<file path="src/rtl/blink64a_pkg.sv">
// Shared constants and helpers for the Blink-64a round-key generator.
package blink64a_pkg;

  localparam int         BLINK_KEY_W   = 128;
  localparam int         BLINK_RK_W    = 64;
  localparam int         BLINK_ROUNDS  = 16;
  localparam logic [5:0] BLINK_RC_SEED = 6'h01;
  localparam int         BLINK_KROT    = 13;

  localparam logic ST_IDLE = 1'b0;
  localparam logic ST_RUN  = 1'b1;

  // Left-rotate of the upper key half by the fixed schedule amount.
  function automatic logic [63:0] rotl_krot(input logic [63:0] x);
    return {x[63-BLINK_KROT:0], x[63:64-BLINK_KROT]};
  endfunction

  // One step of the 6-bit round-constant LFSR (x^6 + x^5 + 1, never reaches zero).
  function automatic logic [5:0] rc_next(input logic [5:0] rc);
    return {rc[4:0], rc[5] ^ rc[4]};
  endfunction

endpackage

</file>
<file path="src/rtl/blink64a_rc_lfsr.sv">
// Round-constant LFSR; a load restarts the sequence and wins over a step.
module blink64a_rc_lfsr
  import blink64a_pkg::*;
#(
  parameter logic [5:0] SEED = BLINK_RC_SEED
) (
  input  logic       clk,
  input  logic       rst,
  input  logic       load,
  input  logic       step,
  output logic [5:0] rc
);

  // Hold, reseed or advance the round constant.
  always_ff @(posedge clk) begin
    if (rst) begin
      rc <= SEED;
    end else if (load) begin
      rc <= SEED;
    end else if (step) begin
      rc <= rc_next(rc);
    end
  end

endmodule

</file>
<file path="src/rtl/blink64a_round_key_gen.sv">
// Iterative round-key generator: loads a master key, then streams ROUNDS
// round keys over a valid/ready handshake.
//
//   state   | meaning
//   --------+-----------------------------------------------
//   ST_IDLE | waiting for a master key, key_ready high
//   ST_RUN  | presenting round keys, rk_valid high
module blink64a_round_key_gen
  import blink64a_pkg::*;
#(
  parameter int         KEY_W   = BLINK_KEY_W,
  parameter int         RK_W    = BLINK_RK_W,
  parameter int         ROUNDS  = BLINK_ROUNDS,
  parameter logic [5:0] RC_SEED = BLINK_RC_SEED
) (
  input  logic             clk,
  input  logic             rst,
  input  logic             key_valid,
  output logic             key_ready,
  input  logic [KEY_W-1:0] master_key,
  output logic             rk_valid,
  input  logic             rk_ready,
  output logic [RK_W-1:0]  rk,
  output logic [4:0]       rk_round,
  output logic             rk_last,
  output logic             busy
);

  localparam logic [4:0] LAST_CNT = 5'(ROUNDS - 1);

  logic             state;
  logic [KEY_W-1:0] k;
  logic [4:0]       cnt;
  logic [5:0]       rc;
  logic             accept;
  logic             hs;
  logic             at_last;

  assign key_ready = (state == ST_IDLE);
  assign rk_valid  = (state == ST_RUN);
  assign busy      = rk_valid;
  assign accept    = key_valid && key_ready;
  assign hs        = rk_valid && rk_ready;
  assign at_last   = (cnt == LAST_CNT);

  // The constant freezes on the final handshake, same as the key register.
  blink64a_rc_lfsr #(.SEED(RC_SEED)) u_rc_lfsr (
    .clk  (clk),
    .rst  (rst),
    .load (accept),
    .step (hs && !at_last),
    .rc   (rc)
  );

  // Outputs are forced to zero outside RUN so idle/reset values are clean.
  assign rk       = rk_valid ? (k[KEY_W-1:RK_W] ^ {{(RK_W-6){1'b0}}, rc}) : '0;
  assign rk_round = rk_valid ? cnt : 5'd0;
  assign rk_last  = rk_valid && at_last;

  // FSM, key schedule register and round counter.
  always_ff @(posedge clk) begin
    if (rst) begin
      state <= ST_IDLE;
      k     <= '0;
      cnt   <= 5'd0;
    end else begin
      case (state)
        ST_IDLE: begin
          if (key_valid) begin
            k     <= master_key;
            cnt   <= 5'd0;
            state <= ST_RUN;
          end
        end
        default: begin
          if (rk_ready) begin
            if (at_last) begin
              state <= ST_IDLE;
            end else begin
              k   <= {k[RK_W-1:0], rotl_krot(k[KEY_W-1:RK_W]) ^ k[RK_W-1:0]};
              cnt <= cnt + 5'd1;
            end
          end
        end
      endcase
    end
  end

endmodule

</file>
<file path="config.mk">
export PLATFORM = sky130hd
export DESIGN_NAME = blink64a_round_key_gen
export DESIGN_NICKNAME = d
export VERILOG_FILES = /design/src/rtl/blink64a_pkg.sv /design/src/rtl/blink64a_rc_lfsr.sv /design/src/rtl/blink64a_round_key_gen.sv
export SDC_FILE = /design/constraint.sdc
export NUM_CORES = 1
export LEC_CHECK = 0
export CAP_MARGIN = 20
export CORE_MARGIN = 1.5
export CORE_UTILIZATION = 45
export DETAILED_ROUTE_END_ITERATION = 10
export GPL_ROUTABILITY_DRIVEN = 0
export PLACE_DENSITY = 0.74
export SYNTH_ARGS = -nofsm -noshare
export SYNTH_HDL_FRONTEND = slang
export SYNTH_SLANG_ARGS = --single-unit
</file>
<file path="constraint.sdc">
create_clock -name clk -period 3.28 [get_ports clk]
set_input_delay 0.656 -clock clk [delete_from_list [all_inputs] [get_ports clk]]
set_output_delay 0.656 -clock clk [all_outputs]
set_load 0.02 [all_outputs]
</file>
==> results.txt <==
- Result of the run: finished with violations
- The checks that failed: DRC.
- Commonest cells in the netlist: 140 x sky130_fd_sc_hd__dfxtp_1, 68 x sky130_fd_sc_hd__nand3_1, 65 x sky130_fd_sc_hd__and3b_1, 65 x sky130_fd_sc_hd__nand3b_1, 65 x sky130_fd_sc_hd__nor3_1
* Dpl hpwl: 17.08 mm
- After floorplanning, the core was divided into 49 placement rows.
* Die X: 139.5 microns
- After synthesis, the share of cell area in mux cells is 0.07645.
- The final layout contains routed wiring with a total length of 25.50 mm.
* Type of the setup path with the least slack: flip-flop to output pin
* Top flip-flop cell by instance count after synthesis: sky130_fd_sc_hd__dfxtp_1
- Of the total synthesized cell area, the portion taken by AND, OR, NAND and NOR gates is 0.3160.
- Post-detailed-route wirelength per cell: 19.07 microns
* First-pass iteration count of the detailed router: 10
- Sequential cell area: 2806 sq um
* Detailed-route via count: 7966
- Maximum count of clock buffers along a single path: 2
- Share of synthesized registers carrying an async set or reset: 0
- Highest metal layer used by the detailed router: met4
* Post-synthesis xor/xnor area fraction: 0.007317
* Top Ports: 205
- Layout overhead on the synthesized area: 33.03%
* Power consumption: 0.005165 W
* PostCTS Resize Cnt: 0
* Residual DRC: 28
- Post-Syn Nets: 1081
- Leading post-synthesis cells by cell area: sky130_fd_sc_hd__dfxtp_1 33%, sky130_fd_sc_hd__mux2i_1 7.6%, sky130_fd_sc_hd__a211oi_2 7.5%, sky130_fd_sc_hd__and3b_1 6.8%, sky130_fd_sc_hd__nand3b_1 5.8%
- The max-slew violation total from the final report is 0.
- Final worst clock skew: 0.006287 ns
- Largest net degree at the start of global routing: 76
* Number of buffers created by CTS: 17
- Counting the fill cells in the layout gives 1528.
- The routed design uses 1.873 mm of met3 wire.
- Clk_lat worst skew: 0.42 ns
* Core Util, Final: 0.6163
- CP required: 2.62 ns
- Initial standard-cell utilization of the core: 0.4633
* Number of enable-type register cells in the synthesized netlist: 0
* Sum of overflow across all layers after global routing: 0
* Met1 layer wirelength in the final routing: 11.33 mm
- The final number of hold-violating endpoints came to 0.
- Detail Route Antenna Nets: 0
- Of the available clock period, the critical path in the final layout requires 0.8552.
- The worst pin sits at a relative slew slack of 0.5230.
* Most common cell in the netlist: sky130_fd_sc_hd__dfxtp_1
* Hold Slack: 0.4841 ns
- Worst min-delay path category: flip-flop to flip-flop
- Largest fanout of any net on the critical path: 30
- Data arrival time of the worst path: 2.15 ns
- From bottom edge to top edge, the die measures 139.5 microns.
- In this run the standard cell core region covers 18090 sq um.
- Cell variety after synth: 31
- Startpoint type of the worst setup path: flip-flop
* Cell type contributing the most total cell area after synthesis: sky130_fd_sc_hd__dfxtp_1
- After synthesis, the largest family of logic cells by area is simple AND/OR/NAND/NOR gates.
- CTS sink count: 140
- Setup bufs post-CTS: 0
* Number of port buffers: 204
- Fraction of final layout cells with drive strength greater than 1: 0.1066
- Setup slack closes at 0.4751 ns.
- The average instance in the mapped netlist occupies 8.848 sq um.
- Pleak: 3.954 nW
* Top cell type's share of synthesized area: 0.3345
- Place WS: 0.8902 ns
- Warning count from the yosys run: 0
- After synthesis the cells add up to 8379 sq um.
- After routing, the total negative slack on setup checks comes to 0 ns.
* Global-route wire length before repair: 39.52 mm
* Number of antenna violations at the first check in global routing: 0
* Die area: 19450 sq um
* Maximum VDD drop: 0.0003538 V
* Quantity of hold-fixing buffers added after cts: 0
* Power per standard cell area: 463.3 nW/um^2
* Gr usage total: 0.2554
- Clock-pin slew on the worst setup and hold paths: 0.06 ns
- Maximum frequency from static timing analysis: 0.3565 GHz
* Number of H-tree branching levels: 4
- Subtracting the final worst setup slack from the clock period gives 2.805 ns.
- Post-Synthesis Cells: 947
- Maxcap violations: 0
* Average via count per standard cell: 5.958
- In the final layout, the multi-input gates occupy 5021 sq um.
- For this block, the initial DRC count from the detailed router was 777.
* Detailed-routed wire length on met2: 11.72 mm
* Final #Nets: 1228
- STA classifies the critical path endpoint as an output pin.
- The root buffer cell chosen for the clock tree is sky130_fd_sc_hd__clkbuf_16.
* Post-Synth Adder-Cell Area: 0.002986
- Setup repair after global routing left no endpoint under its margin.
* Number of global-route vias before repair: 7218
- Synthesis inferred 140 register bits.
* Worst-Margin Slew: 0.7155 ns
- Final setup violation count: 0
* CTS tree: done
* Compound-gate portion of the synthesized area: 0.1940
- Post-synthesis sequential area ratio: 0.3345
[layout make-up]
cell class                 instances  share of cell area
tap                              229             0.02570
inverter                           3            0.001010
timing repair buffer             233              0.2174
clock buffer                      19             0.04075
multi-input combinational        699              0.4504
clock inverter                    13             0.01268
antenna                            1           0.0002245
sequential                       140              0.2518
[critical path, cell delays in order (launching register included)]
cell	delay, ns
sky130_fd_sc_hd__dfxtp_4	0.55
sky130_fd_sc_hd__clkinv_1	0.35
sky130_fd_sc_hd__nor2_1	0.21
sky130_fd_sc_hd__clkdlybuf4s50_1	0.62
[where the power goes]
| part | total (W) | internal [W] | switching (W) |
|---|---|---|---|
| combinational | 0.00117 | 0.000590 | 0.000578 |
| clock | 0.00194 | 0.00117 | 0.000774 |
| sequential | 0.00206 | 0.00186 | 0.000195 |
[metal layers]
layer | track usage | vias to the layer above
met5 | 0 | -
met4 | 0.08903 | 0
met3 | 0.04990 | 37
met2 | 0.3996 | 313
met1 | 0.3507 | 3794
li1 | - | 3822
[flip-flops by register name, indices dropped and copies added (netlist names)]
signal / count
busy: 1
k: 128
u_rc_lfsr.rc: 6
cnt: 5
[final timing paths]
check | from | end | slack, ns | depth (start not counted)
setup reg to reg | cnt[0]$_SDFFE_PP0P_ | k[98]$_SDFFE_PP0P_ | 1.09 | 7
hold reg to reg | cnt[4]$_SDFFE_PP0P_ | cnt[4]$_SDFFE_PP0P_ | 0.48 | 2
setup / recovery | busy$_SDFF_PP0_ | rk[2] | 0.48 | 3
hold / removal | cnt[4]$_SDFFE_PP0P_ | cnt[4]$_SDFFE_PP0P_ | 0.48 | 2
[cells in the final DEF (no fill, tap or decap), types with 3 or more instances in the layout]
master,netlist,routed
sky130_fd_sc_hd__clkinvlp_4,0,6
sky130_fd_sc_hd__nor2b_1,63,62
sky130_fd_sc_hd__nand3_1,68,68
sky130_fd_sc_hd__xnor2_1,7,7
sky130_fd_sc_hd__buf_12,0,13
sky130_fd_sc_hd__a21oi_1,9,9
sky130_fd_sc_hd__clkbuf_16,0,18
sky130_fd_sc_hd__nand3b_1,65,65
sky130_fd_sc_hd__o22ai_1,64,64
sky130_fd_sc_hd__buf_4,26,16
sky130_fd_sc_hd__nand2_1,14,13
sky130_fd_sc_hd__dfxtp_1,140,139
sky130_fd_sc_hd__a211oi_2,50,50
sky130_fd_sc_hd__and3b_1,65,64
sky130_fd_sc_hd__clkdlybuf4s50_1,0,203
sky130_fd_sc_hd__and2_1,62,62
sky130_fd_sc_hd__nor2_1,10,10
sky130_fd_sc_hd__a211oi_1,14,14
sky130_fd_sc_hd__nor3_1,65,65
sky130_fd_sc_hd__nand2b_1,4,3
sky130_fd_sc_hd__a31oi_1,64,64
sky130_fd_sc_hd__mux2i_1,64,64
[cell families after synthesis]
kind of cell	count (synthesis)
compound gates	206
xor+xnor	7
fa+ha+maj	2
buf+inv	108
flops	140
mux	64
simple gates	420
[per-stage QoR]
step	cell area (sq um)	cells
4_1_cts	11140	1336
2_1_floorplan	8379	947
3_5_place_dp	10550	1304
6_report	11150	1337
3_3_place_gp	10550	1304
5_1_grt	11140	1336
(Power assumes the default switching activity.)
